==> config.mk <==
export PLATFORM = sky130hd
export DESIGN_NAME = mux8_32_rr_arbiter
export DESIGN_NICKNAME = d
export VERILOG_FILES = /design/src/rtl/mux8_32_rr_arbiter_pkg.sv /design/src/rtl/mux8_32.sv /design/src/rtl/mux8_32_rr_arbiter_pick.sv /design/src/rtl/mux8_32_rr_arbiter.sv
export SDC_FILE = /design/constraint.sdc
export NUM_CORES = 1
export LEC_CHECK = 0
export ABC_AREA = 1
export BUFFER_PORTS_ARGS = -buffer_cell sky130_fd_sc_hd__buf_2
export CAP_MARGIN = 40
export CORE_AREA = 2 2 124 126
export CTS_CLUSTER_SIZE = 14
export DETAILED_ROUTE_END_ITERATION = 10
export DIE_AREA = 0 0 126 128
export PLACE_DENSITY = 0.66
export SLEW_MARGIN = 20
export SYNTH_ARGS = -nofsm -noshare
export SYNTH_HDL_FRONTEND = slang
export SYNTH_HIERARCHICAL = 1
export SYNTH_SLANG_ARGS = --single-unit
==> constraint.sdc <==
create_clock -name clk -period 4.8 [get_ports clk]
set_input_delay 0.48 -clock clk [delete_from_list [all_inputs] [get_ports clk]]
set_output_delay 0.48 -clock clk [all_outputs]
set_load 0.05 [all_outputs]
==> src/rtl/mux8_32_rr_arbiter_pkg.sv <==
// ---------------------------------------------------------------------------
// mux8_32_rr_arbiter_pkg
// Shared constants and helpers for the 8-way round-robin arbiter that
// sequences the 32-bit 8:1 datapath mux.
//   NREQ  : number of requesters (8)
//   DW    : data word width (32)
//   SELW  : mux select width (3)
//   state_e : arbiter state encoding (ST_IDLE / ST_GRANT)
//   onehot8 : index -> one-hot grant vector
// ---------------------------------------------------------------------------
package mux8_32_rr_arbiter_pkg;

    localparam int NREQ = 8;
    localparam int DW   = 32;
    localparam int SELW = 3;

    typedef enum logic {
        ST_IDLE  = 1'b0,
        ST_GRANT = 1'b1
    } state_e;

    function automatic logic [NREQ-1:0] onehot8(input logic [SELW-1:0] idx);
        logic [NREQ-1:0] v;
        v      = '0;
        v[idx] = 1'b1;
        return v;
    endfunction

endpackage

==> src/rtl/mux8_32.sv <==
// ---------------------------------------------------------------------------
// mux8_32
// Shared 32-bit 8:1 datapath multiplexer.
// Ports:
//   d0..d7 : input  [31:0] data words
//   sel    : input  [2:0]  select index
//   y      : output [31:0] selected word (combinational)
// ---------------------------------------------------------------------------
module mux8_32 (
    input  logic [31:0] d0,
    input  logic [31:0] d1,
    input  logic [31:0] d2,
    input  logic [31:0] d3,
    input  logic [31:0] d4,
    input  logic [31:0] d5,
    input  logic [31:0] d6,
    input  logic [31:0] d7,
    input  logic [2:0]  sel,
    output logic [31:0] y
);

    always_comb begin
        y = d0;
        case (sel)
            3'd0: y = d0;
            3'd1: y = d1;
            3'd2: y = d2;
            3'd3: y = d3;
            3'd4: y = d4;
            3'd5: y = d5;
            3'd6: y = d6;
            3'd7: y = d7;
            default: y = d0;
        endcase
    end

endmodule

==> src/rtl/mux8_32_rr_arbiter_pick.sv <==
// ---------------------------------------------------------------------------
// rr_pick8
// Combinational rotating priority picker.
// Returns the first requester with req[k]=1 when scanning
// ptr, ptr+1, ..., 7, 0, ..., ptr-1.
// Ports:
//   ptr : input  [2:0] highest-priority position
//   req : input  [7:0] request vector
//   idx : output [2:0] chosen requester (0 when any=0)
//   any : output       at least one request present
// ---------------------------------------------------------------------------
module rr_pick8
    import mux8_32_rr_arbiter_pkg::*;
(
    input  logic [SELW-1:0] ptr,
    input  logic [NREQ-1:0] req,
    output logic [SELW-1:0] idx,
    output logic            any
);

    // rot[j] is the request that sits j positions after ptr, so a plain
    // lowest-index-first search over rot implements the rotating priority.
    logic [NREQ-1:0] rot;
    logic [SELW-1:0] off;

    genvar gi;
    generate
        for (gi = 0; gi < NREQ; gi++) begin : g_rot
            assign rot[gi] = req[SELW'(ptr + SELW'(gi))];
        end
    endgenerate

    // Descending scan so the lowest set position is the one left in off.
    always_comb begin
        off = '0;
        for (int k = NREQ - 1; k >= 0; k--) begin
            if (rot[k]) begin
                off = SELW'(k);
            end
        end
    end

    // 3-bit add wraps modulo 8, undoing the rotation.
    assign idx = (any) ? SELW'(ptr + off) : '0;
    assign any = |req;

endmodule

==> src/rtl/mux8_32_rr_arbiter.sv <==
// ---------------------------------------------------------------------------
// mux8_32_rr_arbiter
// Round-robin arbiter and burst sequencer in front of the shared mux8_32.
// One requester is granted at a time; its word is streamed on a single
// valid/ready bus for at most MAX_BEATS beats before priority rotates.
// Parameters:
//   MAX_BEATS : beats per grant before forced rotation (1..255)
//   CW        : beat-counter width, 2**CW > MAX_BEATS
// Ports:
//   clk       : rising-edge clock
//   rst_n     : asynchronous active-low reset
//   req[7:0]  : request lines, req[k] means ik holds a valid word
//   i0..i7    : requester data words
//   ack[7:0]  : one-hot, combinational; set for the requester whose word
//               transfers this cycle
//   out_data  : word of the selected requester
//   out_valid : combinational, busy & req[sel]
//   out_ready : downstream accepts a beat when out_valid & out_ready
//   gnt[7:0]  : registered one-hot grant, 0 when idle
//   sel[2:0]  : registered mux select (index of gnt)
//   busy      : registered, 1 while a grant is held
// ---------------------------------------------------------------------------
module mux8_32_rr_arbiter
    import mux8_32_rr_arbiter_pkg::*;
#(
    parameter int MAX_BEATS = 4,
    parameter int CW        = 8
) (
    input  logic            clk,
    input  logic            rst_n,
    input  logic [NREQ-1:0] req,
    input  logic [DW-1:0]   i0,
    input  logic [DW-1:0]   i1,
    input  logic [DW-1:0]   i2,
    input  logic [DW-1:0]   i3,
    input  logic [DW-1:0]   i4,
    input  logic [DW-1:0]   i5,
    input  logic [DW-1:0]   i6,
    input  logic [DW-1:0]   i7,
    output logic [NREQ-1:0] ack,
    output logic [DW-1:0]   out_data,
    output logic            out_valid,
    input  logic            out_ready,
    output logic [NREQ-1:0] gnt,
    output logic [SELW-1:0] sel,
    output logic            busy
);

    // The limit fires when the beat taking cnt from MAX_BEATS-1 to
    // MAX_BEATS completes, so cnt itself never has to hold MAX_BEATS.
    localparam logic [CW-1:0] LAST_CNT = CW'(MAX_BEATS - 1);

    state_e          state_q, state_d;
    logic [SELW-1:0] ptr_q,   ptr_d;
    logic [CW-1:0]   cnt_q,   cnt_d;
    logic [SELW-1:0] sel_q,   sel_d;
    logic [NREQ-1:0] gnt_q,   gnt_d;
    logic            busy_q,  busy_d;

    logic            beat;
    logic            release_grant;
    logic [SELW-1:0] pick_ptr;
    logic [SELW-1:0] pick_idx;
    logic            pick_any;

    // ---------------------------------------------------------------
    // Datapath: existing mux, steered by the registered select
    // ---------------------------------------------------------------
    mux8_32 u_mux (
        .d0  (i0),
        .d1  (i1),
        .d2  (i2),
        .d3  (i3),
        .d4  (i4),
        .d5  (i5),
        .d6  (i6),
        .d7  (i7),
        .sel (sel_q),
        .y   (out_data)
    );

    // ---------------------------------------------------------------
    // Handshake
    // ---------------------------------------------------------------
    assign out_valid = busy_q & req[sel_q];
    assign beat      = out_valid & out_ready;

    genvar gi;
    generate
        for (gi = 0; gi < NREQ; gi++) begin : g_ack
            assign ack[gi] = beat & (sel_q == SELW'(gi));
        end
    endgenerate

    // Release on a dropped request, or on the beat that exhausts the burst.
    // A stalled cycle has no beat, so the limit cannot fire then.
    assign release_grant = busy_q & (~req[sel_q] | (beat & (cnt_q == LAST_CNT)));

    // ---------------------------------------------------------------
    // Arbitration: one picker serves both the idle start and the
    // back-to-back re-grant. While granted, sel+1 is exactly the value
    // ptr will take on release, so the re-grant already sees the
    // rotated priority in the same cycle.
    // ---------------------------------------------------------------
    assign pick_ptr = (state_q == ST_GRANT) ? SELW'(sel_q + 1'b1) : ptr_q;

    rr_pick8 u_pick (
        .ptr (pick_ptr),
        .req (req),
        .idx (pick_idx),
        .any (pick_any)
    );

    // ---------------------------------------------------------------
    // Next-state logic
    // ---------------------------------------------------------------
    always_comb begin
        state_d = state_q;
        ptr_d   = ptr_q;
        cnt_d   = cnt_q;
        sel_d   = sel_q;
        gnt_d   = gnt_q;
        busy_d  = busy_q;

        case (state_q)
            ST_IDLE: begin
                if (pick_any) begin
                    state_d = ST_GRANT;
                    sel_d   = pick_idx;
                    gnt_d   = onehot8(pick_idx);
                    busy_d  = 1'b1;
                    cnt_d   = '0;
                end
            end

            ST_GRANT: begin
                if (release_grant) begin
                    ptr_d = SELW'(sel_q + 1'b1);
                    cnt_d = '0;
                    if (pick_any) begin
                        // Covers a sole requester re-granted to itself.
                        sel_d = pick_idx;
                        gnt_d = onehot8(pick_idx);
                    end else begin
                        state_d = ST_IDLE;
                        gnt_d   = '0;
                        busy_d  = 1'b0;
                    end
                end else if (beat) begin
                    cnt_d = cnt_q + 1'b1;
                end
            end

            default: begin
                state_d = ST_IDLE;
                gnt_d   = '0;
                busy_d  = 1'b0;
                cnt_d   = '0;
            end
        endcase
    end

    // ---------------------------------------------------------------
    // State registers
    // ---------------------------------------------------------------
    always_ff @(posedge clk or negedge rst_n) begin
        if (!rst_n) begin
            state_q <= ST_IDLE;
            ptr_q   <= '0;
            cnt_q   <= '0;
            sel_q   <= '0;
            gnt_q   <= '0;
            busy_q  <= 1'b0;
        end else begin
            state_q <= state_d;
            ptr_q   <= ptr_d;
            cnt_q   <= cnt_d;
            sel_q   <= sel_d;
            gnt_q   <= gnt_d;
            busy_q  <= busy_d;
        end
    end

    assign gnt  = gnt_q;
    assign sel  = sel_q;
    assign busy = busy_q;

endmodule

After elaboration in Yosys (flattened, before gate mapping)
Index checks and enable logic that the tools add are counted.

Equality and inequality tests: 12. Magnitude comparators: 11. Muxes and demuxes: 49. $add $sub $neg: 10. Reductions and logical operators: 7. Bitwise gates (word level): 15.

Operator list (number): 32-bit case mux with 8 select lines (1); 8-bit 2-to-1 mux (6); 3-bit by 4-bit < comparator with 1-bit output (second input constant) (10); 3-bit 2-to-1 mux (12); 8-bit case mux with 2 select lines (2); 1-bit binary-select mux with 3-bit select (9); 1-bit 2-to-1 mux (15); 3-bit adder (second input constant) (4); 1-bit AND (12); 3-bit equality test (second input constant) (4); 8-bit by 1-bit adder with 8-bit output (second input constant) (1); 8-bit by 2-bit equality test with 1-bit output (second input constant) (1); 8-bit OR reduction (1); 3-bit by 1-bit adder with 3-bit output (second input constant) (2); 3-bit by 2-bit adder with 3-bit output (second input constant) (2); 3-bit by 2-bit equality test with 1-bit output (second input constant) (2); 3-bit case mux with 2 select lines (1); 2-bit AND reduction (3); 2-bit by 1-bit inequality test with 1-bit output (second input constant) (2); 1-bit case mux with 2 select lines (2); 3-bit adder (1); 1-bit demux with 3-bit select (1); 3-bit by 1-bit equality test with 1-bit output (second input constant) (1); 3-bit by 1-bit >= comparator with 1-bit output (second input constant) (1); 7 further kinds (8).

Bits in registers: 24. Logic and storage cells: 110. Output and inout port bits: 53.

Depth between registers and ports, before layout
Depth after elaboration: 22. Gate-level depth with buffers: 29. Mapped depth without buffers: 29.

By module
Netlist, hierarchy kept.

Modules (own cells, without submodules): mux8_32 (times used 1, cells each 547, area an instance 2578.7 um^2); mux8_32_rr_arbiter (times used 1, cells each 213, area an instance 1587.8 um^2); rr_pick8 (times used 1, cells each 113, area an instance 605.6 um^2).

Least setup slack after synthesis
Ideal clock, no wire load.

Kind: reg2reg. From: reg sel_q[0] (netlist: sel[0]). To: reg gnt_q[4] (netlist: gnt[4]). Setup slack: 0.385 ns. Stages on the path, launching flop included: 27. Setup time: 0.076 ns. Data arrival time: 4.338 ns. Data required time: 4.724 ns. Path buffers: 0. Cells stage by stage: dfrtp_1 inv_2 ha_1 nand2_1 o21ai_0 inv_1 ha_1 inv_1 nand3_1 nand3_1 nand2_1 inv_1 nand2_1 nand2_1 nand2_1 nand2_1 a21oi_1 ha_1 inv_1 fa_1 xor2_1 nand3_2 a21oi_2 inv_1 nor2_1 nand2_1 o21ai_1.

Cells in the longest elaborated chain, start to end: 22.

RTL lines: start, declared (RTL line mux8_32_rr_arbiter.sv:56) `logic [SELW-1:0] sel_q, sel_d;`; start signal, assigned (RTL line mux8_32_rr_arbiter.sv:178) `sel_q <= sel_d;`; 3-bit by 1-bit adder with 3-bit output (*) (RTL line mux8_32_rr_arbiter.sv:105) `assign pick_ptr = (state_q == ST_GRANT) ? SELW'(sel_q + 1'b1) : ptr_q;`; 3-bit 2-to-1 mux (*) (RTL line mux8_32_rr_arbiter.sv:105); via pick_ptr[1] (RTL line mux8_32_rr_arbiter.sv:62) `logic [SELW-1:0] pick_ptr;`; 3-bit adder (RTL line mux8_32_rr_arbiter_pick.sv:29) `assign rot[gi] = req[SELW'(ptr + SELW'(gi))];`; 1-bit binary-select mux with 3-bit select (RTL line mux8_32_rr_arbiter_pick.sv:29); 1-bit 2-to-1 mux (implied by the code) (RTL line mux8_32_rr_arbiter_pick.sv:29); 3-bit 2-to-1 mux (8 in a row) (RTL line mux8_32_rr_arbiter_pick.sv:37) `if (rot[k]) begin`; 3-bit adder (*) (RTL line mux8_32_rr_arbiter_pick.sv:44) `assign idx = (any) ? SELW'(ptr + off) : '0;`; 3-bit 2-to-1 mux (*) (RTL line mux8_32_rr_arbiter_pick.sv:44); via pick_idx[2] (RTL line mux8_32_rr_arbiter.sv:63) `logic [SELW-1:0] pick_idx;`; 3-bit by 4-bit < comparator with 1-bit output (implied by the code) / 3-bit by 1-bit >= comparator with 1-bit output (equally long branches) (RTL line mux8_32_rr_arbiter_pkg.sv:25) `v[idx] = 1'b1;`; 1-bit logical AND (implied by the code) (RTL line mux8_32_rr_arbiter_pkg.sv:25); 1-bit 2-to-1 mux (implied by the code) (RTL line mux8_32_rr_arbiter_pkg.sv:25); 1-bit demux with 3-bit select (*) (RTL line mux8_32_rr_arbiter_pkg.sv:25); 8-bit 2-to-1 mux (RTL line mux8_32_rr_arbiter.sv:140) `if (pick_any) begin`; 8-bit 2-to-1 mux (RTL line mux8_32_rr_arbiter.sv:137) `if (release_grant) begin`; 8-bit case mux with 2 select lines (*) (RTL line mux8_32_rr_arbiter.sv:125) `case (state_q)`; end signal, assigned (RTL line mux8_32_rr_arbiter.sv:179) `gnt_q <= gnt_d;`; end, declared (RTL line mux8_32_rr_arbiter.sv:57) `logic [NREQ-1:0] gnt_q, gnt_d;`.

The timed path passes the listed nets; every way through them passes the cells marked *. The select of a mux whose other input is x is not followed. A chain may end at the register's enable or synchronous reset.

Worst setup path after layout
From: reg sel_q[0] (netlist: sel[0]). To: reg gnt_q[5] (netlist: gnt[5]).

Same word-level chain as after synthesis.

==> results.md <==
### Outcome
- finished clean — result of the run

### Global route
- 57 — maximum number of pins on one net before global-route repair
- 34100 um — wire length of the first global-routing pass
- 0.2621 — global router's overall resource usage
- 0 — overflow left after global routing
- 6163 — number of global-route vias before repair
- 2 — number of antenna violations at the first check in global routing

### Layout
- 1429 — Post-layout nets
- 0.4413 — final core utilization
- 611.8 um2 — register area
- 37.47% — area delta synth->final
- 0.3348 — layout cells sized above 1
- 1683 — total of fill cells in the finished design
- 3535 um2 — area occupied by multi-input gates

### Critical path
- 0.52 ns — Critical Path Max Stage Delay
- 5.00 ns — Req. time, crit path
- adder cells — kind of cell with the highest combined delay on the critical path
- nand2_1 — most common cell type on the critical path
- dfrtp_4 — slowest library cell on the worst path
- 4.28 ns — arrival time of data at the critical path endpoint
- 6 — number of buffer and inverter stages on the critical path
- 12 — worst-path fanout max
- flop to flop — crit path kind
- flop — kind of end point of the critical path
- flop — crit start category

### Drt
- 691 — initial detailed-routing violation count
- 5 — drt first pass iters
- 5.295 — detail-routed via count per cell
- 22980 um — Final Routed Wirelength
- 0 — final routed DRC violation total
- 0 — antenna violation net count after detailed routing
- 7095 — vias after detailed routing
- 17.15 um — post-DR wirelength/cell

### STA
- 4.080 ns — crit path time final
- 0 — final setup violating endpoints
- 0.8501 — share of the cycle needed by the critical path after routing
- 0 — number of max-slew violations in the final report
- false — setup repair after global routing missed its margin
- 0.5097 — relative slew slack
- 0 ns — Setup Total Neg Slack
- 0 — number of hold violations in the final report
- 0.003409 ns — worst-case clock skew
- 0.7343 ns — worst-margin pin slew
- 0.2451 GHz — maximum clock rate

### Pwr
- 0.907 — proportion of power drawn by combinational gates
- 881.0 nW/um2 — total power divided by cell area
- 850.6 uV — Max IR drop VDD
- 0.035 — clock power share
- 1.763 mW — internal power consumption
- 0.6949 — fraction of power spent switching nets
- 0.058 — power share of the sequential group
- 3.926 nW — Static Leakage
- 4.016 mW — Net Sw Power

### Floorplanning
- 14860 um2 — core footprint
- 128 um — height of the chip
- 0.3210 — initial core utilization
- 126 um — die span in x
- 320 — I/O Pins
- 45 — number of placement rows
- 16130 um2 — Die ar.

### Run
- 0 — maximum capacitance violations

### Clocking
- done — clock tree from TritonCTS
- clkbuf_16 — cell chosen for the clock root
- 1 — total number of H-tree levels
- 0 — post-CTS sizing
- 0 — postcts setup bufs
- 0 — cts hold-fix bufs
- 3 — total CTS buffers
- 2 — largest buffer count on any clock path
- 0.06 ns — clock slew at reported path FFs
- 0.26 ns — worst-skew pair later-pin latency
- 24 — CTS sink cnt

### Yosys
- 0 — number of enable-type register cells in the synthesized netlist
- nand2_1 — most frequent cell after synthesis
- nand2_1 (237), nand4_1 (141), nor2_1 (131), nand3_1 (123), inv_1 (76) — cell types with the highest counts after synthesis
- 24 — number of storage elements in the synthesis netlist
- 1151 — synthesized netlist net count
- 873 — synthesized instance count
- 0.1864 — Yosys top cell area share
- dfrtp_1 — most used flip-flop cell after synthesis
- nand2_1 (19%), nand4_1 (18%), nand3_1 (13%) — leading post-synthesis cells by cell area
- 0.1259 — proportion of synthesized chip area in sequential cells
- 4772 um2 — post-synthesis instance area
- 1.000 — proportion of synthesized flip-flops having asynchronous set or reset
- 6 — synth warn
- nand2_1 — Yosys top cell by area
- 36 — count of cell types in the netlist
- 5.466 um2 — post-synthesis area per instance

### Placed design
- 0.9570 — last weighted congestion value of the routability-driven placer
- 319 — input/output buffers
- 17620 um — Final HPWL DP

### Hold path
- primary input to asynchronous set/reset pin — worst min path class

-- power by group through the flow --
| stage | clock network (mW) | registers [mW] | logic [mW] |
|---|---|---|---|
| CTS | 0.206 | 0.335 | 5.19 |
| detailed placement | 0 | 0.337 | 5.17 |
| finish | 0.202 | 0.336 | 5.24 |
| global placement | 0 | 0.338 | 5.12 |
| floorplan | 0 | 0.429 | 3.83 |
| global route | 0.213 | 0.343 | 5.74 |
-- sequential cells by signal, indices dropped and copies added (netlist names) --
signal,cells
busy,1
state_q,1
gnt,8
ptr_q,3
sel,3
cnt_q,8
-- metrics by stage --
step                      hold slack [ns]  power [mW]  std cells  setup slack, ns  cell area [um2]
after global placement             0.4681       5.460       1331           0.8299             6404
after CTS                          0.2320       5.731       1337           0.7389             6528
final                              0.2141       5.779       1340           0.7197             6560
after detailed placement           0.4632       5.511       1333           0.7670             6439
after global routing               0.2494       6.300       1340           0.2480             6560
after floorplan                    0.1844       4.257        873           0.3851             4772
-- placed cells by master (no fill, tap or decap), drive strengths merged, types with 3 or more instances in the layout --
cell type / synthesis / final
nor3: 3 / 3
clkbuf: 5 / 4
ha: 10 / 10
xor2: 6 / 6
a21oi: 4 / 4
buf: 58 / 336
nand2: 253 / 253
nand4: 142 / 142
dfrtp: 24 / 24
nand3: 130 / 130
o21ai: 14 / 14
inv: 84 / 84
nor2: 133 / 133
-- routing by layer --
layer | part of all wire | track usage | vias to the layer above
met1 | 0.42 | 0.3676 | 3208
met5 | 0 | 0 | -
met3 | 0.11 | 0.06594 | 35
met4 | 0.026 | 0.06787 | 0
met2 | 0.45 | 0.4013 | 355
li1 | - | - | 3497
-- logic make-up (layout without fill, tap and decap cells) --
group,count (synthesis),count (layout),share of synthesized area
xor gates and xnor gates,8,8,0.01468
DFF,24,24,0.1259
buffers and inverters,147,424,0.1363
adders and majority gates,11,11,0.03041
and+or+nand+nor,663,663,0.6670
other,0,2,0
AOI/OAI and AO/OA,20,20,0.02570
-- final cells by class --
type,count,share of cell area
Antenna cell,2,0.0007629
Tap cell,188,0.03586
Timing Repair Buffer,336,0.2689
Inverter,84,0.04883
Sequential cell,24,0.09327
Multi-Input combinational cell,702,0.5388
Clock buffer,4,0.01354
-- final timing paths --
| path | slack (ns) | start | endpoint | cells after the start |
|---|---|---|---|---|
| worst max-delay path | 0.72 | sel[0]$_DFFE_PN0P_ | gnt[5]$_DFFE_PN0P_ | 26 |
| worst min-delay path | 0.21 | rst_n | cnt_q[4]$_DFFE_PN0P_ | 1 |
| worst max register to register | 0.72 | sel[0]$_DFFE_PN0P_ | gnt[5]$_DFFE_PN0P_ | 26 |
| worst min register to register | 0.48 | gnt[3]$_DFFE_PN0P_ | gnt[3]$_DFFE_PN0P_ | 2 |
| max in group asynchronous | 4.15 | rst_n | sel[0]$_DFFE_PN0P_ | 1 |
| min in group clk | 0.48 | gnt[3]$_DFFE_PN0P_ | gnt[3]$_DFFE_PN0P_ | 2 |
(Power assumes the default switching activity.)
